[src/rtl/i2c_status_pkg.sv]
// i2c_status_pkg
//   Shared definitions for the I2C status-capture stage: the status word
//   width, the bit position of every status field, the set of bits consumed
//   by the interrupt logic, and the status word type.
package i2c_status_pkg;

  localparam int STATUS_W = 13;

  // Sticky (event) bit positions
  localparam int ST_TX_DONE      = 0;
  localparam int ST_RX_DONE      = 2;
  localparam int ST_NACK         = 3;
  localparam int ST_ARB_LOST     = 5;
  localparam int ST_STOP_DET     = 6;
  localparam int ST_RX_OVERFLOW  = 11;
  localparam int ST_TX_UNDERFLOW = 12;

  // Live (level) bit positions
  localparam int ST_BUSY      = 1;
  localparam int ST_BUS_BUSY  = 4;
  localparam int ST_TXF_FULL  = 7;
  localparam int ST_TXF_EMPTY = 8;
  localparam int ST_RXF_FULL  = 9;
  localparam int ST_RXF_EMPTY = 10;

  // Bits the downstream interrupt logic ORs together: 0, 2, 3, 5, 6
  localparam logic [STATUS_W-1:0] IRQ_SRC_MASK = 13'h006D;

  typedef logic [STATUS_W-1:0] status_t;

endpackage

[src/rtl/status_sticky_bit.sv]
// status_sticky_bit
//   One sticky event bit: rising-edge detect on the event source plus a
//   set/write-1-to-clear flop. A same-cycle set beats a clear.
//   Ports:
//     clk  - system clock
//     rst  - synchronous active-high reset (clears edge history and bit)
//     evt  - raw event source level
//     clr  - qualified clear (write strobe AND the mask bit for this field)
//     rise - combinational rising-edge indication for this cycle
//     stat - registered sticky bit
module status_sticky_bit (
  input  logic clk,
  input  logic rst,
  input  logic evt,
  input  logic clr,
  output logic rise,
  output logic stat
);

  logic prev;

  // prev starts at 0 after reset, so a source already high at release
  // counts as a fresh edge.
  assign rise = evt & ~prev;

  // Stage p1: edge history and sticky state
  always_ff @(posedge clk) begin
    if (rst) begin
      prev <= 1'b0;
      stat <= 1'b0;
    end else begin
      prev <= evt;
      stat <= rise | (stat & ~clr);
    end
  end

endmodule

[src/rtl/i2c_status_reg.sv]
// i2c_status_reg
//   Status-capture stage of the APB I2C peripheral. Turns event strobes into
//   sticky W1C bits, registers the live FIFO/controller flags, and keeps a
//   saturating count of RX overflow edges. The status word feeds both the
//   interrupt logic and the APB read mux; no interrupt is generated here.
//   Ports:
//     clk        - system clock
//     rst        - synchronous active-high reset
//     sticky_evt - [0]TX_DONE [1]RX_DONE [2]NACK [3]ARB_LOST [4]STOP_DET
//                  [5]RX_OVERFLOW [6]TX_UNDERFLOW; a rising edge sets a bit
//     live_flags - [0]BUSY [1]BUS_BUSY [2]TXF_FULL [3]TXF_EMPTY [4]RXF_FULL
//                  [5]RXF_EMPTY; registered pass-through
//     clr_wr     - one-cycle write strobe to the status-clear address
//     clr_data   - W1C mask aligned to status bit positions
//     status     - registered 13-bit status word
//     ovf_count  - saturating count of RX_OVERFLOW edges (cleared via bit 11)
//   Optional feature macro I2C_STATUS_MASK_EN adds mask_wr/mask_data and a
//   mask register that hides interrupt-source bits from the status output.
module i2c_status_reg
  import i2c_status_pkg::*;
#(
  parameter int CNT_W = 8
) (
  input  logic             clk,
  input  logic             rst,
  input  logic [6:0]       sticky_evt,
  input  logic [5:0]       live_flags,
  input  logic             clr_wr,
  input  logic [12:0]      clr_data,
`ifdef I2C_STATUS_MASK_EN
  input  logic             mask_wr,
  input  logic [12:0]      mask_data,
`endif
  output logic [12:0]      status,
  output logic [CNT_W-1:0] ovf_count
);

  function automatic logic [CNT_W-1:0] sat_inc(input logic [CNT_W-1:0] v);
    sat_inc = (v == {CNT_W{1'b1}}) ? v : v + 1'b1;
  endfunction

  logic [6:0] evt_clr;
  logic [6:0] rise;
  logic [6:0] sticky_q;
  logic [5:0] live_p1;
  status_t    status_int;
  logic       ovf_clr;

  // Clear mask re-ordered from status positions to event index order
  assign evt_clr = {clr_data[ST_TX_UNDERFLOW], clr_data[ST_RX_OVERFLOW],
                    clr_data[ST_STOP_DET],     clr_data[ST_ARB_LOST],
                    clr_data[ST_NACK],         clr_data[ST_RX_DONE],
                    clr_data[ST_TX_DONE]} & {7{clr_wr}};

  // Live positions are read-only; their clear bits are intentionally ignored.
  logic unused_live_clr;
  assign unused_live_clr = ^{clr_data[ST_BUSY], clr_data[ST_BUS_BUSY],
                             clr_data[ST_TXF_FULL], clr_data[ST_TXF_EMPTY],
                             clr_data[ST_RXF_FULL], clr_data[ST_RXF_EMPTY]};

  for (genvar i = 0; i < 7; i++) begin : g_sticky
    status_sticky_bit u_bit (
      .clk  (clk),
      .rst  (rst),
      .evt  (sticky_evt[i]),
      .clr  (evt_clr[i]),
      .rise (rise[i]),
      .stat (sticky_q[i])
    );
  end

  assign ovf_clr = clr_wr & clr_data[ST_RX_OVERFLOW];

  // Stage p1: live flag register and overflow counter
  always_ff @(posedge clk) begin
    if (rst) begin
      live_p1   <= '0;
      ovf_count <= '0;
    end else begin
      live_p1 <= live_flags;
      // A clear that coincides with a new overflow edge keeps that edge.
      if (ovf_clr)
        ovf_count <= rise[5] ? CNT_W'(1) : '0;
      else if (rise[5])
        ovf_count <= sat_inc(ovf_count);
    end
  end

  always_comb begin
    status_int                  = '0;
    status_int[ST_TX_DONE]      = sticky_q[0];
    status_int[ST_RX_DONE]      = sticky_q[1];
    status_int[ST_NACK]         = sticky_q[2];
    status_int[ST_ARB_LOST]     = sticky_q[3];
    status_int[ST_STOP_DET]     = sticky_q[4];
    status_int[ST_RX_OVERFLOW]  = sticky_q[5];
    status_int[ST_TX_UNDERFLOW] = sticky_q[6];
    status_int[ST_BUSY]         = live_p1[0];
    status_int[ST_BUS_BUSY]     = live_p1[1];
    status_int[ST_TXF_FULL]     = live_p1[2];
    status_int[ST_TXF_EMPTY]    = live_p1[3];
    status_int[ST_RXF_FULL]     = live_p1[4];
    status_int[ST_RXF_EMPTY]    = live_p1[5];
  end

`ifdef I2C_STATUS_MASK_EN
  status_t mask_q;

  // Stage p1: mask register
  always_ff @(posedge clk) begin
    if (rst)
      mask_q <= 13'h1FFF;
    else if (mask_wr)
      mask_q <= mask_data;
  end

  // Masking is output-only: capture continues underneath, so unmasking
  // exposes an already-pending bit straight away.
  assign status = status_int & (mask_q | ~IRQ_SRC_MASK);
`else
  assign status = status_int;
`endif

endmodule

[config.mk]
export PLATFORM = sky130hd
export DESIGN_NAME = i2c_status_reg
export DESIGN_NICKNAME = d
export VERILOG_FILES = /design/src/rtl/i2c_status_pkg.sv /design/src/rtl/status_sticky_bit.sv /design/src/rtl/i2c_status_reg.sv
export SDC_FILE = /design/constraint.sdc
export NUM_CORES = 1
export LEC_CHECK = 0
export CAP_MARGIN = 20
export CORE_MARGIN = 2
export CORE_UTILIZATION = 43
export DETAILED_ROUTE_END_ITERATION = 16
export PLACE_DENSITY = 0.91
export SYNTH_ARGS = -nofsm -noshare
export SYNTH_HDL_FRONTEND = slang
export SYNTH_HIERARCHICAL = 1
export SYNTH_SLANG_ARGS = --single-unit
[constraint.sdc]
create_clock -name clk -period 2.19 [get_ports clk]
set_input_delay 0.657 -clock clk [delete_from_list [all_inputs] [get_ports clk]]
set_output_delay 0.657 -clock clk [all_outputs]
set_load 0.03 [all_outputs]
# After elaboration in Yosys (flattened, before gate mapping)
# Index checks and enable logic that the tools add are counted.
[word_totals] register_bits=28 inputBits=29
[classes] addsub=1 n_eq_ne=2 muxes=4 bitwise_logic=37 reduce_logical=2
[op_table] op="$mux 8" n=3
[op_table] op="$and 1x1->1" n=15
[op_table] op="$not 1->1" n=14
[op_table] op="$add 8x1->8 const B" n=1
[op_table] op="$eq 8x8->1 const B" n=1
[op_table] op="$and 7x7->7" n=1
[op_table] op="$or 1x1->1" n=7
[op_table] op="$ne 2x2->1 const B" n=1
[op_table] op="$reduce_and 2->1" n=1
[op_table] op="$reduce_bool 2->1" n=1
[op_table] op="$mux 1" n=1

# Logic depth before layout (Yosys ltp)
[depth] ltp_word=4 depth_mapped=5

# Cells and area by module
# Netlist, hierarchy kept.
[by_module_without_submodules] mod="i2c_status_reg" n_inst=1 cells_per_inst=74 area_per_inst_um2=683.2
[by_module_without_submodules] mod="status_sticky_bit" n_inst=7 cells_per_inst=6 area_per_inst_um2=76.3

# Worst setup path after synthesis
# Ideal clock, no wire load.
[synth_timing] path_type="in2reg" startpoint="in sticky_evt[5]" endpoint="reg ovf_count[5]" setup_ns=0.072 arrival_ns=1.484 required_ns=2.118 slack_ns=0.634 path_stages=5 cell_sequence="nor2b_4 -> buf_2 -> nand4_1 -> a211oi_2 -> mux2i_1"
[synth_between] elab_chain_len=3
[synth_lines] item="start: declaration" line="i2c_status_reg.sv:26" rtl="input logic [6:0] sticky_evt,"
[synth_lines] item="$and 1x1->1" line="status_sticky_bit.sv:24" rtl="assign rise = evt & ~prev;"
[synth_lines] item="$reduce_bool 2->1 (no source line)"
[synth_lines] item="$reduce_and 2->1 (no source line)"
[synth_lines] item="end signal: assignment" line="i2c_status_reg.sv:83" rtl="ovf_count <= rise[5] ? CNT_W'(1) : '0;"
[synth_lines] item="end signal: assignment" line="i2c_status_reg.sv:85" rtl="ovf_count <= sat_inc(ovf_count);"
[synth_lines] item="end: declaration" line="i2c_status_reg.sv:35" rtl="output logic [CNT_W-1:0] ovf_count"
# Every way passes these cells.
# A chain may end at the register's enable or synchronous reset.

# Worst setup path in the final report
[layout_timing] startpoint="reg ovf_count[7]" endpoint="out ovf_count[7]"
# No word-level cell between the ends.

==> impl_metrics.yaml <==
place:
  gp_congestion: 0.962
  dp_hpwl_um: 1910
  post-place-ws_ns: 0.0933
  portBuffers: 43
timing:
  finClkSkew_ns: 0.00319
  slew_viol_final: 0
  slew_headroom: 0.771
  fin_crit_ns: 2.15
  post-route-period-util: 0.982
  fmax_mhz: 465
  worst_pin_slew_ns: 0.343
  whs_ns: 0.509
  setup_violations: 0
  layout_setup_ws_ns: 0.0386
  hold_viol: 0
critical_path:
  crit_start: "ovf_count[7]$_SDFFE_PP0P_"
  cpPeakStageDelay_ns: 0.72
  critical_path.top_delay_family: "buffers and inverters"
  start_kind: "flop"
  required_ns: 1.53
  crit_type: "reg2out"
  reg2reg_to: "ovf_count[0]$_SDFFE_PP0P_"
  crit_chain: "clkdlybuf4s50_1"
  reg2reg_depth: 4
  reg2reg_slack_ns: 0.70
  path_depth: 1
  end_kind: "output pin"
  cpMaxStageDelayCell: "clkdlybuf4s50_1"
  timing.rr.start: "ovf_count[0]$_SDFFE_PP0P_"
  path_max_fanout: 7
  path_buf_inv: 1
  cp.arrival_ns: 1.49
  endpoint: "ovf_count[7]"
die:
  initial_utilization: 0.445
  core_area_mm2: 0.00273
  die_h_um: 57.2
  fp.dieW_um: 57.2
  rows: 19
  die_area_mm2: 0.00327
  boundaryPins: 50
global_route:
  grt_usage: 0.160
  grt_pass1_wl_um: 4220
  grt_max_degree: 23
  antenna_found_initial: 0
  overflow: 0
  grt_pass1_vias: 992
logic_synthesis:
  ys_ff_latch: 28
  yosysWarnings: 6
  ys.flop_type: "dfxtp_1"
  synth_top_cell_by_area: "dfxtp_1"
  synthCells: 116
  synth.distinct_cells: 27
  synth_top_area_share: 0.460
  synth-edff-count: 0
  netlist_area_mm2: 0.00122
  synth_area_leaders: "dfxtp_1 46%, nor2b_1 11%, nor2b_4 7.9%"
  syn_nets: 146
  yosysSeqAreaShare: 0.460
  synthArstFlopShare: 0
  syn_area_per_cell_um2: 10.5
cts:
  cts.htree.levels: 1
  clk_pin_slew_ns: 0.13
  cts_buffers: 3
  clk_latency_ns: 0.31
  cts_buffer_depth: 2
  cts_tree: "yes"
  cts-root-buf: "clkbuf_4"
  cts.sinks: 28
power_and_ir_drop:
  powerDensity_mw_per_mm2: 548
  leakage_nw: 0.777
  ir_worst_vdd_uv: 402
  p_total_mw: 0.933
status:
  outcome: "finished clean"
detailed_routing:
  wl_per_cell_um: 13.1
  vias_per_cell: 5.04
  num_vias: 968
  drtIter0Drc: 35
  drcViolationCount: 0
  firstDrtPassIters: 4
  ant_nets: 0
  wl_um: 2520
final_layout:
  syn2layout_area_growth_pct: 39.9
  antenna_cells: 0
  layout.nets: 193
  drive_above_1_share: 0.0870
  fill_cells: 234
min_path:
  hold_class: "reg2reg"
run:
  max-cap-violations: 0
-- kinds of logic (layout without fill, tap and decap cells) --
family,Yosys count,after routing,synth area share
AO/OA/AOI/OAI,20,20,0.137
buffers and inverters,5,50,0.0288
multiplexers,4,4,0.0329
AND/OR/NAND/NOR,58,58,0.331
flip-flops,28,28,0.460
adder cells (fa/ha/maj),1,1,0.0103
-- state kept, by name, indices dropped and copies added, names as in the netlist --
name / flops
live_p1: 6
g_sticky.u_bit/prev: 7
g_sticky.u_bit/stat: 7
ovf_count: 8
-- worst register-to-register path, stage by stage, from the launching register on --
cell	delay [ns]
dfxtp_1	0.40
ha_1	0.30
and3_1	0.27
a211o_1	0.31
a31oi_1	0.15
-- stage by stage --
stage,cell area [um^2],setup TNS (ns),std cells,utilization
CTS,1700,0,192,0.620
finish,1700,0,192,0.623
floorplan,1220,0,116,-
detailed placement,1670,0,189,0.612
global route,1700,-0.00977,192,0.623
global placement,1670,0,189,0.612
-- how the worst min path moves through the flow --
stage                                            from                                 to  slack [ns]  cells after the start
global placement            ovf_count[5]$_SDFFE_PP0P_          ovf_count[5]$_SDFFE_PP0P_        0.48                      2
detailed placement          ovf_count[5]$_SDFFE_PP0P_          ovf_count[5]$_SDFFE_PP0P_        0.49                      2
global route                ovf_count[5]$_SDFFE_PP0P_          ovf_count[5]$_SDFFE_PP0P_        0.57                      2
CTS                         ovf_count[5]$_SDFFE_PP0P_          ovf_count[5]$_SDFFE_PP0P_        0.51                      2
floorplan           g_sticky[0].u_bit/prev$_SDFF_PP0_  g_sticky[0].u_bit/stat$_SDFF_PP0_        0.54                      2
finish                      ovf_count[5]$_SDFFE_PP0P_          ovf_count[5]$_SDFFE_PP0P_        0.51                      2
-- final cells by class --
| type | count | area [um^2] | area share |
|---|---|---|---|
| multi-input combinational | 83 | 622 | 0.365 |
| sequential | 28 | 561 | 0.329 |
| timing repair buffer | 45 | 452 | 0.265 |
| tap | 31 | 38.8 | 0.0228 |
| clock buffer | 3 | 22.5 | 0.0132 |
| inverter | 2 | 7.51 | 0.00441 |
-- power by group --
part | switching [mW] | internal (mW)
sequential | 0.0149 | 0.534
combinational | 0.0817 | 0.105
clock | 0.132 | 0.0643
total | 0.229 | 0.704
-- synthesized netlist by cell type (2+ instances only) --
| cell | number |
|---|---|
| a21oi_1 | 6 |
| and2_1 | 6 |
| and4_1 | 2 |
| buf_6 | 2 |
| dfxtp_1 | 28 |
| inv_1 | 2 |
| mux2i_1 | 4 |
| nand2_1 | 8 |
| nand2b_1 | 2 |
| nand3_1 | 2 |
| nand4_1 | 5 |
| nor2b_1 | 22 |
| nor2b_4 | 7 |
| o21ba_1 | 7 |
-- placed cells by master (no fill, tap or decap), drive strengths merged, types with 2 or more instances in the layout --
master,netlist,layout
nand3,2,2
buf,3,2
inv,2,2
clkdlybuf4s50,0,39
a211oi,2,2
and2,6,6
nand4,5,5
clkbuf,0,3
nand2,8,8
dfxtp,28,28
nor2b,29,29
dlymetal6s2s,0,3
nand2b,2,2
mux2i,4,4
a21oi,7,7
o21ba,7,7
and4,2,2
-- routing by layer --
metal  vias to the layer above  routed length [um]  GRT usage  part of all wire
li1                        485                   -          -                 -
met1                       436                1100      0.204              0.44
met2                        43                1210      0.276              0.48
met3                         4                 177     0.0363             0.070
met4                         0                  27     0.0399             0.011
met5                         -                   0          0                 0
-- timing repair --
item	in CTS	in global routing
setup buffers	0	0
pin swaps	0	0
endpoints found under the setup margin	1	3
resized for setup	1	3
hold buffers	0	0
Power figures use the tool's default switching activity.
